File: src/rtl/execute_stage_pkg.sv
// definitions: shared widths and enums for the SIWO execute stage.
// The state literals carry an EX_ prefix because MUL is already an
// aluOp_t literal in this package.
package definitions;

  localparam int DATA_WIDTH = 16;
  localparam int REG_WIDTH  = 4;

  typedef enum logic [2:0] {
    ADD = 3'd0,
    SUB = 3'd1,
    AND = 3'd2,
    OR  = 3'd3,
    XOR = 3'd4,
    SLL = 3'd5,
    SRL = 3'd6,
    MUL = 3'd7
  } aluOp_t;

  typedef enum logic [1:0] {
    EX_IDLE = 2'd0,
    EX_MUL  = 2'd1,
    EX_DONE = 2'd2
  } execState_t;

endpackage

File: src/rtl/execute_stage_mul.sv
// seqMultiplier: unsigned shift-add multiplier, one partial product per cycle.
// start loads the operands; DW iterations follow. done is high during the
// cycle whose closing edge performs the final iteration, so product is
// complete from the next cycle on and holds until the next start.
module seqMultiplier #(
  parameter int DW = 16
) (
  input  logic            clk,
  input  logic            rst,
  input  logic            start,
  input  logic [DW-1:0]   a,
  input  logic [DW-1:0]   b,
  output logic            busy,
  output logic            done,
  output logic [2*DW-1:0] product
);

  localparam int CW = $clog2(DW + 1);
  localparam logic [CW-1:0] LAST = CW'(DW - 1);

  logic [2*DW-1:0] mcand;
  logic [DW-1:0]   mplier;
  logic [CW-1:0]   count;

  // final iteration happens at the end of this cycle
  assign done = busy && (count == LAST);

  // load operands on start, then accumulate one shifted partial product per cycle
  always_ff @(posedge clk) begin
    if (rst) begin
      busy    <= 1'b0;
      count   <= '0;
      mcand   <= '0;
      mplier  <= '0;
      product <= '0;
    end else if (start) begin
      busy    <= 1'b1;
      count   <= '0;
      mcand   <= {{DW{1'b0}}, a};
      mplier  <= b;
      product <= '0;
    end else if (busy) begin
      if (mplier[0]) begin
        product <= product + mcand;
      end
      mcand  <= mcand << 1;
      mplier <= mplier >> 1;
      count  <= count + 1'b1;
      if (count == LAST) begin
        busy <= 1'b0;
      end
    end
  end

endmodule

File: src/rtl/execute_stage.sv
// execute_stage: SIWO execute stage feeding the register file write port.
// Handshake: an operation transfers on a rising edge where _valid && ready;
// upstream holds its operation stable until that edge, and _valid while
// ready is low has no effect.
// Optional feature macro: SIWO_MUL_EN compiles in the iterative multiplier
// and the EX_MUL/EX_DONE states; without it MUL is a silent 1-cycle no-op.
module execute_stage
  import definitions::*;
#(
  parameter int DW = DATA_WIDTH,
  parameter int RW = REG_WIDTH
) (
  input  logic          _CLK,
  input  logic          _RST,
  input  logic          _valid,
  output logic          ready,
  input  aluOp_t        _op,
  input  logic          _writeEn,
  input  logic [RW-1:0] _regDest,
  input  logic [DW-1:0] _valueA,
  input  logic [DW-1:0] _valueB,
  output logic          regWrite,
  output logic [RW-1:0] regDest,
  output logic [DW-1:0] writeVal,
  output logic          zero,
  output logic          carry
);

  localparam int SW = $clog2(DW);

  logic          accept;
  logic [DW:0]   sumExt;
  logic [DW:0]   diffExt;
  logic [DW-1:0] aluRes;
  logic          aluCarry;

  assign accept  = _valid && ready;
  assign sumExt  = {1'b0, _valueA} + {1'b0, _valueB};
  // top bit of the widened difference is the unsigned borrow
  assign diffExt = {1'b0, _valueA} - {1'b0, _valueB};

  // single-cycle ALU on the operands presented this cycle
  always_comb begin
    aluRes   = '0;
    aluCarry = 1'b0;
    case (_op)
      ADD: begin aluRes = sumExt[DW-1:0];  aluCarry = sumExt[DW];  end
      SUB: begin aluRes = diffExt[DW-1:0]; aluCarry = diffExt[DW]; end
      AND: aluRes = _valueA & _valueB;
      OR:  aluRes = _valueA | _valueB;
      XOR: aluRes = _valueA ^ _valueB;
      SLL: aluRes = _valueA << _valueB[SW-1:0];
      SRL: aluRes = _valueA >> _valueB[SW-1:0];
      default: begin aluRes = '0; aluCarry = 1'b0; end
    endcase
  end

`ifdef SIWO_MUL_EN

  execState_t      state;
  logic            pendWe;
  logic [RW-1:0]   pendDest;
  logic            mulStart;
  logic            mulBusy;
  logic            mulDone;
  logic [2*DW-1:0] mulProduct;

  assign ready    = (state == EX_IDLE);
  assign mulStart = accept && (_op == MUL);

  seqMultiplier #(.DW(DW)) uMul (
    .clk     (_CLK),
    .rst     (_RST),
    .start   (mulStart),
    .a       (_valueA),
    .b       (_valueB),
    .busy    (mulBusy),
    .done    (mulDone),
    .product (mulProduct)
  );

  // issue FSM: single-cycle ops complete at accept, MUL parks in EX_MUL/EX_DONE
  always_ff @(posedge _CLK) begin
    if (_RST) begin
      state    <= EX_IDLE;
      regWrite <= 1'b0;
      regDest  <= '0;
      writeVal <= '0;
      zero     <= 1'b0;
      carry    <= 1'b0;
      pendWe   <= 1'b0;
      pendDest <= '0;
    end else begin
      regWrite <= 1'b0;
      case (state)
        EX_IDLE: begin
          if (accept) begin
            if (_op == MUL) begin
              state    <= EX_MUL;
              pendWe   <= _writeEn;
              pendDest <= _regDest;
            end else begin
              writeVal <= aluRes;
              regDest  <= _regDest;
              regWrite <= _writeEn;
              zero     <= (aluRes == '0);
              carry    <= aluCarry;
            end
          end
        end
        EX_MUL: begin
          // a multiplier that stopped without finishing would strand the stage
          if (mulDone) begin
            state <= EX_DONE;
          end else if (!mulBusy) begin
            state <= EX_IDLE;
          end
        end
        EX_DONE: begin
          writeVal <= mulProduct[DW-1:0];
          regDest  <= pendDest;
          regWrite <= pendWe;
          zero     <= (mulProduct[DW-1:0] == '0);
          carry    <= |mulProduct[2*DW-1:DW];
          state    <= EX_IDLE;
        end
        default: state <= EX_IDLE;
      endcase
    end
  end

`else

  assign ready = 1'b1;

  // every op completes in its accept cycle; MUL leaves outputs and flags alone
  always_ff @(posedge _CLK) begin
    if (_RST) begin
      regWrite <= 1'b0;
      regDest  <= '0;
      writeVal <= '0;
      zero     <= 1'b0;
      carry    <= 1'b0;
    end else begin
      regWrite <= 1'b0;
      if (accept && (_op != MUL)) begin
        writeVal <= aluRes;
        regDest  <= _regDest;
        regWrite <= _writeEn;
        zero     <= (aluRes == '0);
        carry    <= aluCarry;
      end
    end
  end

`endif

endmodule

File: config.mk
export PLATFORM = sky130hd
export DESIGN_NAME = execute_stage
export DESIGN_NICKNAME = d
export VERILOG_FILES = /design/src/rtl/execute_stage_pkg.sv /design/src/rtl/execute_stage_mul.sv /design/src/rtl/execute_stage.sv
export SDC_FILE = /design/constraint.sdc
export NUM_CORES = 1
export LEC_CHECK = 0
export CORE_MARGIN = 4
export CORE_UTILIZATION = 45
export CTS_CLUSTER_DIAMETER = 60
export CTS_CLUSTER_SIZE = 8
export DETAILED_ROUTE_END_ITERATION = 12
export PLACE_DENSITY = 0.73
export SLEW_MARGIN = 15
export SYNTH_ARGS = -nofsm -noshare
export SYNTH_HDL_FRONTEND = slang
export SYNTH_HIERARCHICAL = 1
export SYNTH_SLANG_ARGS = --single-unit
File: constraint.sdc
create_clock -name _CLK -period 8.7 [get_ports _CLK]
set_input_delay 1.305 -clock _CLK [delete_from_list [all_inputs] [get_ports _CLK]]
set_output_delay 1.305 -clock _CLK [all_outputs]
set_load 0.05 [all_outputs]
==> run metrics, run 1 <==
status finished clean; DR DRC count 0; Fmax 0.192 GHz; synthesized cell area 4840 sq um; fraction of registers with async set/reset 0%; PwrDens 93.5 nW/um^2; Mapped Avg Cell Area 7.68 sq um; Synth Net Count 728; CTS buffer count 3; element type at the critical path end flop; Worst Tran Pin Value 957 ps; Core Area 10400 sq um; Setup Skew 0 ps; Via density 6.65; Crit Path Class input pin to flop; Post-synth EDFFs 0; initial antenna violation count 0; DRT antenna net count 0; # nets final 751; Port-buffer cells 65; register area share after synthesis 9.50%; Max Buffers Root-to-Sink 2; die height 112 um; RSZ-0062 raised after global routing no; P&R area growth vs syn 13.2%; prevailing post-synth register cell dfxtp_1; Final Hold Fails 0; critical path fanouts, max 45; share of layout cells above drive strength 1 8.12%; cell count after synthesis 631; CTS tree yes; drt wl/cell 21.6 um; post-synth top area cell ha_1; most frequent cell after synthesis nor2_1; total wire length 17.0 mm; via count 5248; largest cells by area after synthesis ha_1 (13%), dfxtp_1 (9.5%), mux4_2 (9.3%); All-Layer GR Usage 25.8%; Place WS 3390 ps; Final Core Density 52.6%; Initial Util 46.5%; Placed Cells 785; Fill cells 1007; clock latency on the worst-skew pair 260 ps; hold crit path type flop to flop; post-layout instance area 5480 sq um; first-pass GRT wire length 26.3 mm; post-synth top area share 13.4%; DR pass1 iterations 5; count of cell types in the netlist 78; leakage dissipation 2.24 nW; CP arrival 5390 ps; yosys warns 6; number of inserted diodes 0; cts repair resizes 0; Initial DRC Count 580; largest net degree at the start of global routing 53; Commonest cells post-synth nor2_1 (65), ha_1 (52), nand2_1 (48); CTS Root Buffer Type clkbuf_8; setup_tns 0 ps; Final Instance Count excl. Fillers 789; Core Rows 37; Placer Congestion 0.994; Die Span X 112 um; peak supply drop 0.0913 mV; # Max-Cap Violations 0; H-tree lvl count 1; Remaining Overflow, GRT 0; Startpoint Class input pin; clock-pin slew of the registers on the worst-case setup and hold paths 70 ps; Min Hold Slack 458 ps; TritonCTS Sinks 23; Die ar. 12500 sq um; setup ws final 3490 ps; dpl hpwl 13.3 mm; Max Slew Vio Count 0; vias in the first global route 4856; io pins 67; Tcrit/Tclk final 59.9%; placed inst area 5440 sq um; final worst path period need 5210 ps; total power 513 uW; #FFs+latches synth 23; Slew Limit Headroom 36.2%; # setup viols final 0; Hold-fix buffers, CTS 0; Req. time, crit path 8880 ps; post-CTS setup repair buffer count 0
path summary, 6_finish.rpt:
path / startpoint / endpoint / slack, ps / depth (start not counted)
hold / removal: regDest[0]$_SDFFE_PP0P_ / regDest[0]$_SDFFE_PP0P_ / 460 / 2
setup reg to reg: writeVal[6]$_SDFFE_PP0P_ / writeVal[6]$_SDFFE_PP0P_ / 7970 / 2
hold reg to reg: regDest[0]$_SDFFE_PP0P_ / regDest[0]$_SDFFE_PP0P_ / 460 / 2
setup / recovery: _valueB[2] / zero$_SDFFE_PP0P_ / 3490 / 13
cell type report:
| type | count | area [sq um] | area share (%) |
|---|---|---|---|
| multi-input combinational | 509 | 3940 | 71.9 |
| timing repair buffer | 71 | 691 | 12.6 |
| inverter | 46 | 173 | 3.15 |
| tap | 136 | 170 | 3.10 |
| sequential | 23 | 460 | 8.40 |
| clock buffer | 4 | 45.0 | 0.822 |
metal layers:
layer	vias to the layer above	track usage [%]	wire length [um]	part of all wire, %
met1	2464	35.6	6860	40
met2	354	41.8	7840	46
met3	39	2.23	1740	10
met4	0	9.49	575	3.4
met5	-	0	0	0
li1	2391	-	-	-
cell families (layout without fill, tap and decap cells):
group	count (synthesis)	after routing	synth area share, %
AND/OR/NAND/NOR	206	206	21.2
AO/OA/AOI/OAI	187	187	28.2
buffers and inverters	99	121	9.09
adder cells (fa/ha/maj)	54	54	14.3
multiplexers	50	50	15.7
flip-flops	23	23	9.50
XOR/XNOR	11	11	1.99
other	1	1	0.0774
worst max-delay path, cell delays in order:
cell and delay [ps]:
clkdlybuf4s50_1 450, buf_4 400, inv_1 340, ha_1 520, o21bai_1 150, a21oi_1 260, nor3b_1 110, a2111o_1 400
nor4_1 530, nand4_1 200, nor4_1 350, nand4_1 160, o31ai_2 200
layout by cell type (no fill, tap or decap), types with 20 or more instances in the layout:
master / count
o21ai_0: 24
nand2_1: 48
a21oi_1: 39
a211oi_1: 23
mux4_2: 20
ha_1: 52
inv_1: 44
dfxtp_1: 23
clkdlybuf4s50_1: 64
nor2_1: 65
mux2i_1: 22
power by group:
| group | internal (mW) | switching [mW] |
|---|---|---|
| sequential | 0.113 | 0.00385 |
| clock | 0.0326 | 0.0308 |
| combinational | 0.129 | 0.203 |
sequential cells by signal, indices dropped and copies added (netlist names):
signal	count
writeVal	16
regWrite	1
zero	1
carry	1
regDest	4
Note: power is estimated with default switching activity, not from simulation.
==> run 2: changes to the inputs <==
--- a/config.mk
+++ b/config.mk
@@ -10,7 +10,7 @@
 export CTS_CLUSTER_DIAMETER = 60
 export CTS_CLUSTER_SIZE = 8
 export DETAILED_ROUTE_END_ITERATION = 12
-export PLACE_DENSITY = 0.73
+export PLACE_DENSITY = 0.75
 export SLEW_MARGIN = 15
 export SYNTH_ARGS = -nofsm -noshare
 export SYNTH_HDL_FRONTEND = slang
==> constraint.sdc (replaced) <==
create_clock -name _CLK -period 4.3 [get_ports _CLK]
set_input_delay 0.645 -clock _CLK [delete_from_list [all_inputs] [get_ports _CLK]]
set_output_delay 0.645 -clock _CLK [all_outputs]
set_load 0.05 [all_outputs]
==> run 2 against run 1 <==
  * Worst setup slack worse by 3200 ps
  * Critical endpoint unchanged
  * Clock-buffer cell count unchanged
  * Hold slack about the same
  * Sequential power up 100%
  * Flip-flop and latch count did not move
  * Core utilization rose by 1.9 points
  * Critical path type unchanged
==> run metrics, run 2 (synthesis gave the netlist of run 1 again) <==
P&R area growth vs syn 17.2% (was 13.2%); drt wl/cell 21.6 um (about the same); cts repair resizes 0 (unchanged); first-pass GRT wire length 27.5 mm (was 26.3 mm); number of flip-flops in the largest register 16 (unchanged); Placer Congestion 0.983 (was 0.994); register share of total power 22.4% (was 22.8%); CTS tree yes (unchanged); largest net degree at the start of global routing 52 (was 53); status finished clean (unchanged); # setup viols final 0 (unchanged); # nets final 777 (was 751); RR Startpoint writeVal[0]$_SDFFE_PP0P_ (was writeVal[6]$_SDFFE_PP0P_); io pins 67 (unchanged); Worst Tran Pin Value 1030 ps (was 957 ps); Startpoint Class input pin (unchanged); dpl hpwl 14.2 mm (was 13.3 mm); Max Buffers Root-to-Sink 2 (unchanged); vias in the first global route 4989 (was 4856); clock-pin slew of the registers on the worst-case setup and hold paths 70 ps (about the same); FF-to-FF path depth 2 (unchanged); Worst path slowest cell clkdlybuf4s50_1 (was nor4_1); share of layout cells above drive strength 1 11.6% (was 8.12%); TritonCTS Sinks 23 (unchanged); Placed Cells 811 (was 785); Hold-fix buffers, CTS 0 (unchanged); reg2reg end writeVal[0]$_SDFFE_PP0P_ (was writeVal[6]$_SDFFE_PP0P_); Net Sw Frac 46.0% (was 46.4%); via count 5227 (was 5248); Port-buffer cells 65 (unchanged); setup_tns 0 ps (unchanged); Max Slew Vio Count 0 (unchanged); peak supply drop 0.166 mV (was 0.0913 mV); Via density 6.41 (was 6.65); final worst path period need 4050 ps; Initial DRC Count 455 (was 580); most common cell after layout, fill and taps aside nor2_1 (unchanged); Die ar. 12500 sq um (unchanged); Clock Power Share 12.2% (was 12.4%); CTS Root Buffer Type clkbuf_8 (unchanged); Setup Skew 0 ps (unchanged); DR DRC count 0 (unchanged); placed inst area 5630 sq um (was 5440 sq um); # Max-Cap Violations 0 (unchanged); most frequent cells in the layout nor2_1 (65), clkdlybuf4s50_1 (64), ha_1 (52) (unchanged); number of inserted diodes 0 (unchanged); Largest Register writeVal (unchanged); Reg2Reg Setup Slack 3570 ps (was 7970 ps); Comb pwr share 65.4% (was 64.8%); Remaining Overflow, GRT 0 (unchanged); hold crit path type flop to flop (unchanged); Crit path largest cell delay 630 ps (was 530 ps); Core Area 10400 sq um (unchanged); total wire length 17.6 mm (was 17.0 mm); DR pass1 iterations 6 (was 5); post-CTS setup repair buffer count 0 (unchanged); critical path fanouts, max 10 (was 45); Slew Limit Headroom 31.1% (was 36.2%); CP delay by family, top compound AO/OA/AOI/OAI gates (was simple AND/OR/NAND/NOR gates); DRT antenna net count 0 (unchanged); Tcrit/Tclk final 94.3%; cell depth of the worst setup path 12 (was 13); NetSw 487 uW (was 238 uW); H-tree lvl count 1 (unchanged); CP arrival 4240 ps (was 5390 ps); Core Rows 37 (unchanged); clock latency on the worst-skew pair 260 ps (about the same); Final Instance Count excl. Fillers 815 (was 789); Initial Util 46.5% (unchanged); Pint 571 uW (was 275 uW); crit path from _valueA[3] (was _valueB[2]); Die Span X 112 um (unchanged); Critical path buffers and inverters 2 (was 3); RSZ-0062 raised after global routing no (unchanged); post-layout instance area 5680 sq um (was 5480 sq um); initial antenna violation count 0 (unchanged); Final Hold Fails 0 (unchanged); Req. time, crit path 4480 ps (was 8880 ps); Fmax 0.247 GHz; biggest regs writeVal x16, regDest x4 (unchanged); leakage dissipation 2.36 nW (was 2.24 nW); critical path cell sequence clkdlybuf4s50_1 -> inv_1 -> ha_1 -> and3_4 -> o21ai_0 -> a31oi_1 -> nor4b_1 -> o32ai_1 -> xnor2_1 -> a221oi_1 -> nand4_1 -> o31ai_2 (was clkdlybuf4s50_1 -> buf_4 -> inv_1 -> ha_1 -> o21bai_1 -> a21oi_1 -> nor3b_1 -> a2111o_1 -> nor4_1 -> nand4_1 -> nor4_1 -> nand4_1 -> o31ai_2); All-Layer GR Usage 27.2% (was 25.8%); PwrDens 186 nW/um^2 (was 93.5 nW/um^2); Critical Path Sink zero$_SDFFE_PP0P_ (unchanged); CTS buffer count 3 (unchanged); element type at the critical path end flop (unchanged); Crit Path Class input pin to flop (unchanged); die height 112 um (unchanged)
==> run 2: through the flow <==
stage	setup WS (ps)	total power [mW]	utilization [%]	hold WS (ps)
3_5_place_dp	61.7	0.919	54.1	448
2_1_floorplan	887	0.698	-	675
4_1_cts	344	1.05	54.5	458
3_3_place_gp	128	0.910	54.1	442
6_report	245	1.06	54.5	458
5_1_grt	43.9	1.12	54.5	478
==> run 2: per-layer routing <==
layer  GRT usage [%]  vias up  part of all wire, %
li1                -     2440                    -
met1            37.4     2518                   43
met2            46.2      246                   47
met3            3.04       23                  7.9
met4            5.27        0                  1.9
met5               0        -                    0
==> run 2: worst min-delay path, cell delays in order (launching register included) <==
cell and delay [ps]:
dfxtp_1 310, nand2_1 50, a21oi_1 50
==> run 2: area by class of cell <==
type,instances,area [sq um]
fill,1024,4740
multi-input combinational,509,3940
timing repair buffer,97,886
sequential,23,460
inverter,46,173
tap,136,170
clock buffer,4,45.0
==> run 2: worst min-delay path by stage <==
stage | slack [ps] | cells past startpoint | endpoint | from
final | 460 | 2 | regDest[0]$_SDFFE_PP0P_ | regDest[0]$_SDFFE_PP0P_
after global routing | 480 | 2 | regDest[0]$_SDFFE_PP0P_ | regDest[0]$_SDFFE_PP0P_
after CTS | 460 | 2 | regDest[1]$_SDFFE_PP0P_ | regDest[1]$_SDFFE_PP0P_
after detailed placement | 450 | 2 | regDest[1]$_SDFFE_PP0P_ | regDest[1]$_SDFFE_PP0P_
after global placement | 440 | 2 | regDest[0]$_SDFFE_PP0P_ | regDest[0]$_SDFFE_PP0P_
after floorplan | 680 | 2 | regDest[0]$_SDFFE_PP0P_ | regDest[0]$_SDFFE_PP0P_
==> run 2: power groups by stage <==
stage / Sequential [mW] / Clock, mW / Combinational, mW
after CTS: 0.237 / 0.133 / 0.680
after global placement: 0.241 / 0 / 0.669
final: 0.237 / 0.129 / 0.692
after floorplan: 0.296 / 0 / 0.402
after detailed placement: 0.242 / 0 / 0.677
after global routing: 0.239 / 0.141 / 0.743
==> edit, RTL diff (config.mk and constraints of run 1) <==
Remove the case item `SLL` of the case on `_op`.
--- a/src/rtl/execute_stage.sv
+++ b/src/rtl/execute_stage.sv
@@ -51,3 +51,2 @@
       XOR: aluRes = _valueA ^ _valueB;
-      SLL: aluRes = _valueA << _valueB[SW-1:0];
       SRL: aluRes = _valueA >> _valueB[SW-1:0];
Behaviour: not the same (Yosys sat finds a counterexample within 4 cycles, from zero or initial values and one cycle with _RST high).
==> edit against run 1 <==
- routed wire length shrank 18%
- design area shrank 12%
- total power fell by 7.5%
- register-to-register slack about the same
- synthesized cell count shrank 9.5%
- area after synthesis decreased by 14%
- worst setup slack improved by 0.22 ns
- die area shrank 13%
- sequential cell count is the same
==> edit: results (changes against run 1) <==
crit-path max FO=18 (-60%); mux cell area share after synthesis=0.0913 (-0.0658); Via Count=4499 (-14%); R2R setup slack=7.96 ns (about the same); Synth area leaders=ha_1 (15%), dfxtp_1 (11%), mux2i_1 (5.1%); Reg2Reg Launch Point=writeVal[14]$_SDFFE_PP0P_; switch share=0.457 (-0.00740); non-clk buf share=0.141 (+0.0154); Signal inverters=47 (+2.2%); fraction of area in multi-input gates=0.689 (-0.0303); Post-Synth Adder-Cell Area=0.163 (+0.0207); Seq/Total Area, Yosys=0.111 (+0.0158); first-pass GRT wire length=22300 um (-15%); status=completed; Yosys cell types=75 (-3.8%); largest net degree at the start of global routing=42 (-21%); f_max=0.200 GHz (+4.3%); worst hold start=regDest[3]$_SDFFE_PP0P_; Clock-cell share=0.00935 (+0.00114); DR WL met2=6060 um (-23%); comb_multi_in=460 (-9.6%); Post-Route WL=14000 um (-18%); vias in the first global route=4137 (-15%); DP Worst Slack=3.56 ns (+0.168 ns); XOR/XNOR share of the synthesized area=0.0127 (-0.00724); met2 Use GR=0.385 (-0.0332); GRT Total Usage=0.247 (-0.0103); Critical R2R Capture=writeVal[14]$_SDFFE_PP0P_; Non-CTS buffers=69 (-2.8%); met1 wire length=6500 um (-5.1%); share of cells above drive strength 1=0.0415 (-0.0397); Post-DP HPWL=11200 um (-15%)
-- edit: power by group through the flow --
stage               Clock [mW]  Sequential [mW]  Combinational, mW
floorplan                    0            0.147              0.171
global placement             0            0.119              0.285
finish                  0.0647            0.117              0.293
CTS                     0.0656            0.117              0.288
global route            0.0704            0.118              0.316
detailed placement           0            0.120              0.286
-- edit: per-stage QoR --
stage / hold WS (ns) / cell area, um^2 / std cells
2_1_floorplan: 0.671 / 4150 / 571
3_5_place_dp: 0.446 / 4770 / 707
5_1_grt: 0.482 / 4820 / 711
6_report: 0.454 / 4820 / 711
4_1_cts: 0.456 / 4820 / 711
3_3_place_gp: 0.442 / 4770 / 707
-- edit: worst max-delay path, cell delays in order --
cell	delay, ns
clkdlybuf4s50_1	0.99
ha_1	0.37
inv_1	0.09
fa_1	0.41
nor2b_1	0.19
o21a_1	0.15
or4_1	0.11
o211ai_1	0.11
a2111oi_0	0.74
and4_1	0.31
and4bb_1	0.22
nand4_1	0.09
o21ai_1	0.13
